<file path="src/rtl/tls_multi_phase.sv">
// N-phase round-robin traffic light controller: GREEN -> YELLOW -> ALL-RED -> next enabled phase.
// Durations are runtime-programmable per phase; red is the fail-safe lamp state.
module tls_multi_phase #(
    parameter int              NUM_PHASES = 4,
    parameter int              TW         = 8,
    parameter logic [TW-1:0]   DEF_G      = TW'(10),
    parameter logic [TW-1:0]   DEF_Y      = TW'(3),
    parameter logic [TW-1:0]   DEF_AR     = TW'(2),
    localparam int             PW         = $clog2(NUM_PHASES)
) (
    input  logic                  clk,
    input  logic                  reset,
    input  logic                  cfg_we,
    input  logic [PW-1:0]         cfg_phase,
    input  logic [TW-1:0]         cfg_g,
    input  logic [TW-1:0]         cfg_y,
    input  logic [TW-1:0]         cfg_ar,
    input  logic                  restart,
    input  logic                  hold,
    input  logic                  preempt,
    output logic [NUM_PHASES-1:0] green,
    output logic [NUM_PHASES-1:0] yellow,
    output logic [NUM_PHASES-1:0] red,
    output logic [PW-1:0]         cur_phase,
    output logic                  phase_start
);

    typedef enum logic [1:0] {ST_ALLRED, ST_GREEN, ST_YELLOW} state_t;

    state_t          r_state, w_state_next;
    logic [PW-1:0]   r_cur_phase, w_phase_next;
    logic [TW-1:0]   r_cnt, w_cnt_next;
    logic [TW-1:0]   r_dur, w_dur_next;
    logic            r_phase_start, w_start_next;

    logic [TW-1:0]   r_g [NUM_PHASES];
    logic [TW-1:0]   r_y [NUM_PHASES];
    logic [TW-1:0]   r_ar;

    logic [TW-1:0]   w_g_eff [NUM_PHASES];
    logic [TW-1:0]   w_y_eff [NUM_PHASES];
    logic [TW-1:0]   w_ar_eff;
    logic [NUM_PHASES-1:0] w_en;
    logic            w_found;
    logic [PW-1:0]   w_next_phase;
    logic [PW-1:0]   w_cand;

    function automatic logic [TW-1:0] min1(input logic [TW-1:0] v);
        return (v == '0) ? TW'(1) : v;
    endfunction

    always_ff @(posedge clk or posedge reset) begin
        if (reset) begin
            for (int i = 0; i < NUM_PHASES; i++) begin
                r_g[i] <= DEF_G;
                r_y[i] <= DEF_Y;
            end
            r_ar <= DEF_AR;
        end else if (cfg_we) begin
            r_g[cfg_phase] <= cfg_g;
            r_y[cfg_phase] <= cfg_y;
            r_ar           <= cfg_ar;
        end
    end

    // Write-through view so an entry in the same cycle as a write sees the new value.
    generate
        for (genvar gi = 0; gi < NUM_PHASES; gi++) begin : g_eff
            assign w_g_eff[gi] = (cfg_we && cfg_phase == PW'(gi)) ? cfg_g : r_g[gi];
            assign w_y_eff[gi] = (cfg_we && cfg_phase == PW'(gi)) ? cfg_y : r_y[gi];
            assign w_en[gi]    = (w_g_eff[gi] != '0);
        end
    endgenerate
    assign w_ar_eff = cfg_we ? cfg_ar : r_ar;

    // Round-robin search starting after cur_phase; cur_phase itself is tried last.
    always_comb begin
        w_found      = 1'b0;
        w_next_phase = r_cur_phase;
        w_cand       = '0;
        for (int k = 1; k <= NUM_PHASES; k++) begin
            w_cand = PW'((int'(r_cur_phase) + k) % NUM_PHASES);
            if (!w_found && w_en[w_cand]) begin
                w_found      = 1'b1;
                w_next_phase = w_cand;
            end
        end
    end

    always_comb begin
        w_state_next = r_state;
        w_phase_next = r_cur_phase;
        w_cnt_next   = r_cnt;
        w_dur_next   = r_dur;
        w_start_next = 1'b0;
        if (restart) begin
            w_state_next = ST_ALLRED;
            w_phase_next = PW'(NUM_PHASES - 1);
            w_cnt_next   = TW'(1);
            w_dur_next   = w_ar_eff;
        end else if (preempt && r_state == ST_GREEN) begin
            w_state_next = ST_YELLOW;
            w_cnt_next   = TW'(1);
            w_dur_next   = min1(w_y_eff[r_cur_phase]);
        end else if (!hold) begin
            if (r_cnt < r_dur) begin
                w_cnt_next = r_cnt + TW'(1);
            end else begin
                w_cnt_next = TW'(1);
                case (r_state)
                    ST_GREEN: begin
                        w_state_next = ST_YELLOW;
                        w_dur_next   = min1(w_y_eff[r_cur_phase]);
                    end
                    ST_YELLOW: begin
                        w_state_next = ST_ALLRED;
                        w_dur_next   = min1(w_ar_eff);
                    end
                    default: begin
                        w_state_next = ST_ALLRED;
                        w_dur_next   = min1(w_ar_eff);
                        if (w_found) begin
                            w_state_next = ST_GREEN;
                            w_phase_next = w_next_phase;
                            w_dur_next   = w_g_eff[w_next_phase];
                            w_start_next = 1'b1;
                        end
                    end
                endcase
            end
        end
    end

    always_ff @(posedge clk or posedge reset) begin
        if (reset) begin
            r_state       <= ST_ALLRED;
            r_cur_phase   <= PW'(NUM_PHASES - 1);
            r_cnt         <= TW'(1);
            r_dur         <= DEF_AR;
            r_phase_start <= 1'b0;
        end else begin
            r_state       <= w_state_next;
            r_cur_phase   <= w_phase_next;
            r_cnt         <= w_cnt_next;
            r_dur         <= w_dur_next;
            r_phase_start <= w_start_next;
        end
    end

    always_comb begin
        green  = '0;
        yellow = '0;
        red    = '1;
        case (r_state)
            ST_GREEN: begin
                green[r_cur_phase] = 1'b1;
                red[r_cur_phase]   = 1'b0;
            end
            ST_YELLOW: begin
                yellow[r_cur_phase] = 1'b1;
                red[r_cur_phase]    = 1'b0;
            end
            default: ;
        endcase
    end

    assign cur_phase   = r_cur_phase;
    assign phase_start = r_phase_start;

endmodule

</file>
<file path="config.mk">
export PLATFORM = sky130hd
export DESIGN_NAME = tls_multi_phase
export DESIGN_NICKNAME = d
export VERILOG_FILES = /design/src/rtl/tls_multi_phase.sv
export SDC_FILE = /design/constraint.sdc
export NUM_CORES = 1
export LEC_CHECK = 0
export BUFFER_PORTS_ARGS = -buffer_cell sky130_fd_sc_hd__buf_2
export CORE_UTILIZATION = 43
export CTS_CLUSTER_SIZE = 16
export DETAILED_ROUTE_END_ITERATION = 8
export HOLD_SLACK_MARGIN = 0.02
export PLACE_DENSITY_LB_ADDON = 0.15
export SLEW_MARGIN = 20
export SYNTH_ARGS = -nofsm -noshare
export SYNTH_HDL_FRONTEND = slang
export SYNTH_SLANG_ARGS = --single-unit
</file>
<file path="constraint.sdc">
create_clock -name clk -period 3.6 [get_ports clk]
set_clock_uncertainty 0.2 [all_clocks]
set_input_delay 0.54 -clock clk [delete_from_list [all_inputs] [get_ports clk]]
set_output_delay 0.54 -clock clk [all_outputs]
set_load 0.05 [all_outputs]
</file>
==> impl_metrics.toml, run 1 <==
[yosys]
synth_ff_type = "dfrtp_1"
synth_common_cells = "72 x dfrtp_1, 63 x mux2_2, 36 x mux2i_1"
synth_cell_types = 68
synth_area_sq_um = 5630
yosysSeqAreaShare_pct = 41.8
synth.most_common_cell = "dfrtp_1"
syn_inst = 528
synth-warning-count = 0
synthTopCellsByArea = "dfrtp_1 32%, mux2_2 13%, dfstp_2 9.8%, mux2i_1 6.4%, ha_1 3.3%"
synth-edff-count = 0
syn_nets = 575
synthArstFlopShare_pct = 100
syn_avg_cell_area_sq_um = 10.7
ys_ff_latch = 93
synth_top_area_cell = "dfrtp_1"
yosysTopAreaCellShare_pct = 32.0

[min_path]
hold_path.class = "in2async"

[clock_network]
tritoncts = "yes"
cts_hold_buf = 0
clkTransAtPathRegs_ps = 70
cts_root_buffer = "clkbuf_16"
worstSkewPairLatency_ps = 360
cts-resized-gates = 0
clkSinkCount = 93
clock_path_buffers = 2
cts_buffers = 9
post-cts-setup-buffers = 0
cts_max_level = 3

[floorplanning]
die_w_microns = 116
io_pins = 47
die_h_microns = 116
die-area_sq_um = 13600
core-area_sq_um = 12700
num_rows = 41
initial_core_util_pct = 44.5

[power_and_ir_drop]
power_leakage_uw = 0.00305
peakVddDrop_v = 0.000232
power_density_nw_per_um2 = 463

[grt]
antenna_found_initial = 0
grt_max_degree = 63
grt_pass1_wl_mm = 25.2
first_global_vias = 4542
grt_overflow = 0
groute.usage.overall_pct = 25.4

[critical_path]
required_ps = 3640
r2r_slack_ps = 480
crit_arrival_ps = 3440
worstPathMaxFanout = 6
worstSetupPathType = "in2reg"
end_kind = "flip-flop"
r2r_start = "cur_phase[0]$_DFFE_PP1P_"
r2r_cells = 8
r2r_end = "r_dur[1]$_DFFE_PP1P_"
worst_setup_path_start_kind = "input pin"

[final_layout]
nNetsFinal = 640
antenna_cells = 0
area_growth_pct = 15.7
post-route-util_pct = 51.4
drive_above_1_share_pct = 33.8

[timing]
clock.fmax_mhz = 294
timing.final.hold_violations = 0
slew_headroom_pct = 47.5
setup_viol = 0
hold_ws_ps = 138
drv_slew = 0
period_minus_slack_ps = 3410
fin_setup_tns_ps = 0
finalCritPeriodShare_pct = 94.6
rsz0062_at_grt = "false"
worst_pin_slew_ps = 788

[place]
io_buffers = 46
dpl.hpwl_mm = 11.7
globalplace.congestion = 0.918

[routing]
vias_per_cell = 5.77
ant_nets = 0
avgRoutedWirePerCell_microns = 20.4
vias = 4443
drt_wl_total_mm = 15.7
dr.pass1.iters = 5
drt_iter0_markers = 255
route.detailed.drc = 0

[outcome]
outcome = "finished clean"

[job]
cap_violations = 0
worst max-delay path by stage:
stage,cells past startpoint,from,slack [ps],to
6_report,11,cfg_we,190,r_dur[5]$_DFFE_PP0P_
4_1_cts,11,cfg_g[3],260,r_dur[5]$_DFFE_PP0P_
3_3_place_gp,11,cfg_we,-110,r_dur[5]$_DFFE_PP0P_
5_1_grt,13,cfg_g[3],60,r_dur[1]$_DFFE_PP1P_
3_5_place_dp,11,cfg_g[3],-120,r_dur[5]$_DFFE_PP0P_
2_1_floorplan,12,cur_phase[0]$_DFFE_PP1P_,4,r_dur[5]$_DFFE_PP0P_
layout by cell type (no fill, tap or decap), types with 6 or more instances in the layout:
master / synthesis / layout
buf_4: 0 / 32
o211ai_1: 8 / 8
a21oi_1: 7 / 7
clkbuf_16: 0 / 9
nor2_1: 26 / 26
nand3_1: 14 / 14
and2_1: 12 / 12
nor3_1: 9 / 9
xor2_1: 6 / 6
dfrtp_1: 72 / 72
inv_1: 34 / 33
ha_1: 15 / 15
nor4_1: 10 / 10
mux2_2: 63 / 63
a22oi_1: 10 / 10
dfstp_2: 21 / 21
o221ai_1: 19 / 19
a32oi_1: 6 / 6
mux2i_1: 36 / 36
a21o_1: 10 / 10
nand2b_1: 10 / 10
nand2_1: 22 / 22
o21ai_0: 16 / 16
buf_2: 7 / 46
nand4_1: 6 / 6
through the flow:
step / power, uW / area [sq um] / std cells / worst slack [ps]
after CTS: 3040 / 6520 / 770 / 259
after global routing: 3170 / 6520 / 770 / 63.7
after detailed placement: 2070 / 6220 / 754 / -118
final: 3020 / 6520 / 770 / 194
after global placement: 2040 / 6220 / 754 / -114
after floorplan: 1820 / 5630 / 528 / 3.72
report_power, final:
group	switching [uW]	internal [uW]	total [uW]
combinational	419	325	744
sequential	70.5	1240	1310
clock	409	555	964
flip-flops by register name (all words and copies together), names as in the netlist:
signal,count
r_cnt,8
r_y,32
phase_start,1
r_ar,8
r_g,32
cur_phase,2
r_state,2
r_dur,8
routing by layer:
metal	share of wire (%)	global-route usage, %	vias up
met1	46	34.3	2205
li1	-	-	2101
met2	48	41.1	118
met4	1.8	7.86	0
met3	4.7	4.83	19
met5	0	0	-
critical path, stage by stage:
cell and delay [ps]:
buf_2 140, or3b_1 420, buf_4 190, nor3_1 380, nor2_1 160, a311oi_1 450
nand3_2 150, mux2_1 350, or2_0 270, a211oi_2 280, o22ai_1 110
logic make-up after synthesis:
logic type | count (synthesis) | synth area share [%]
adders and majority gates | 15 | 3.33
and+or+nand+nor | 137 | 13.5
buffers and inverters | 61 | 4.49
AOI/OAI and AO/OA | 109 | 14.7
xor gates and xnor gates | 8 | 1.24
DFF | 93 | 41.8
muxes | 105 | 21.0
layout make-up:
class	count	area, sq um
fillers	1177	6150
well taps	172	215
clock inverters	4	47.5
flip-flops and latches	93	2350
inverters	36	138
multi-input cells	374	3030
repair buffers	79	490
clock buffers	12	246
Power figures use the tool's default switching activity.
==> inputs of run 2 (changes only) <==
clock period = 4.3 ns   (was 3.6 ns; I/O delays follow)
==> run 2 against run 1 <==
Sequential power down 16%. Global-route usage fell by 0.53 points. Clock power decreased by 16%. Die area is the same. Wire length fell by 2.0%. Worst setup slack better by 590 ps. First-iteration DRC count increased by 68%. Via count is 1.6% lower. Critical path depth unchanged. Non-clock buffer count fell by 16. Final cell count fell by 2.1%.
==> impl_metrics.toml, run 2 (same netlist as run 1, synthesis figures left out) <==
[critical_path]
worstSetupPathType = "in2reg"
required_ps = 4320
worst_setup_path_start_kind = "input pin"
worstPathMaxFanout = 6
end_kind = "flip-flop"
crit_arrival_ps = 3540

[grt]
grt_pass1_wl_mm = 24.8
grt_overflow = 0
grt_max_degree = 58
groute.usage.overall_pct = 24.8
first_global_vias = 4456
antenna_found_initial = 0

[timing]
slew_headroom_pct = 48.1
period_minus_slack_ps = 3520
clock.fmax_mhz = 284
drv_slew = 0
timing.final.hold_violations = 0
fin_ws_ps = 782
setup_viol = 0
worst_pin_slew_ps = 779
hold_ws_ps = 206
rsz0062_at_grt = "false"
finalCritPeriodShare_pct = 81.8
fin_setup_tns_ps = 0

[routing]
dr.pass1.iters = 5
vias = 4374
route.detailed.drc = 0
avgRoutedWirePerCell_microns = 20.5
vias_per_cell = 5.80
ant_nets = 0
drt_iter0_markers = 428
drt_wl_total_mm = 15.4

[final_layout]
final_cell_mix = "72 x dfrtp_1, 63 x mux2_2, 46 x buf_2"
register_area_sq_um = 2350
antenna_cells = 0
nNetsFinal = 624
post-route-util_pct = 50.4
layout_commonest_cell = "dfrtp_1"
multi_input_area_sq_um = 3030
area_growth_pct = 13.4
n_fill_cell = 1176
largestRegisters = "r_g: 32 flops, r_y: 32 flops"
drive_above_1_share_pct = 31.8

[clock_network]
cts_hold_buf = 0
tritoncts = "yes"
cts-resized-gates = 0
cts_root_buffer = "clkbuf_16"
post-cts-setup-buffers = 0
worstSkewPairLatency_ps = 360
clkTransAtPathRegs_ps = 70
clkSinkCount = 93
cts_max_level = 3
clock_path_buffers = 2
cts_buffers = 9

[power_and_ir_drop]
switching_power_uw = 750
power_density_nw_per_um2 = 394
power_frac_clock_pct = 32.3
seqPwrFrac_pct = 43.5
p_int_uw = 1770
swShare_pct = 29.8
fin_total_pwr_uw = 2520
peakVddDrop_v = 0.000189
pwr-share-comb_pct = 24.2
power_leakage_uw = 0.00297

[min_path]
hold_path.class = "in2async"

[job]
cap_violations = 0

[floorplanning]
die-area_sq_um = 13600
initial_core_util_pct = 44.5
die_w_microns = 116
die_h_microns = 116
core-area_sq_um = 12700
io_pins = 47
num_rows = 41

[place]
globalplace.congestion = 0.818
io_buffers = 46
dpl.hpwl_mm = 11.4
pre_cts_ws_ps = 448

[outcome]
outcome = "finished clean"
## run 2: changes by cell type in the layout (fill, tap and decap cells not counted)
cell | before | now
buf_12 | 1 | 0
clkbuf_1 | 2 | 3
clkinv_4 | 0 | 1
clkinv_2 | 2 | 0
buf_4 | 32 | 17
## run 2: path summary, 6_finish.rpt
kind / startpoint / endpoint / slack, ps / cells past startpoint
min reg2reg: r_y[29]$_DFFE_PP0P_ / r_y[29]$_DFFE_PP0P_ / 280 / 1
max: cfg_g[3] / r_dur[5]$_DFFE_PP0P_ / 780 / 11
max reg2reg: r_dur[1]$_DFFE_PP1P_ / r_dur[1]$_DFFE_PP1P_ / 960 / 11
min: reset / r_state[1]$_DFFE_PP0P_ / 210 / 2
max in group asynchronous: reset / r_y[25]$_DFFE_PP1P_ / 2840 / 3
min in group clk: r_y[29]$_DFFE_PP0P_ / r_y[29]$_DFFE_PP0P_ / 280 / 1
## run 2: power groups by stage
| stage | Sequential (uW) | Combinational (uW) | Clock [uW] |
|---|---|---|---|
| 2_1_floorplan | 1090 | 432 | 0 |
| 3_3_place_gp | 1110 | 598 | 0 |
| 3_5_place_dp | 1110 | 608 | 0 |
| 4_1_cts | 1100 | 610 | 828 |
| 5_1_grt | 1110 | 671 | 860 |
| 6_report | 1100 | 611 | 813 |
## run 2: final cells by class
type	instances	share of cell area (%)
Inverter	36	2.15
Sequential cell	93	36.8
Timing Repair Buffer	63	5.60
Multi-Input combinational cell	374	47.4
Tap cell	172	3.37
Clock inverter	3	0.725
Clock buffer	13	3.92
## run 2: layer usage
metal	track usage, %	vias up	routed length (microns)
met5	0	-	0
met4	8.80	0	278
met3	4.10	18	714
met2	38.5	115	6960
met1	35.1	2175	7460
li1	-	2066	-
## run 2: critical path, cell delays in order
cell      delay (ps)
buf_2            130
or4_4            580
or3_1            440
nand3_1          140
o211ai_1         160
o31a_2           340
nand3_2          130
mux2_1           370
or2_0            250
a211oi_2         240
o22ai_1          100
## run 2: per-stage QoR
step	area, sq um	instances
CTS	6390	754
floorplan	5630	528
global placement	6090	738
global route	6390	754
finish	6390	754
detailed placement	6090	738
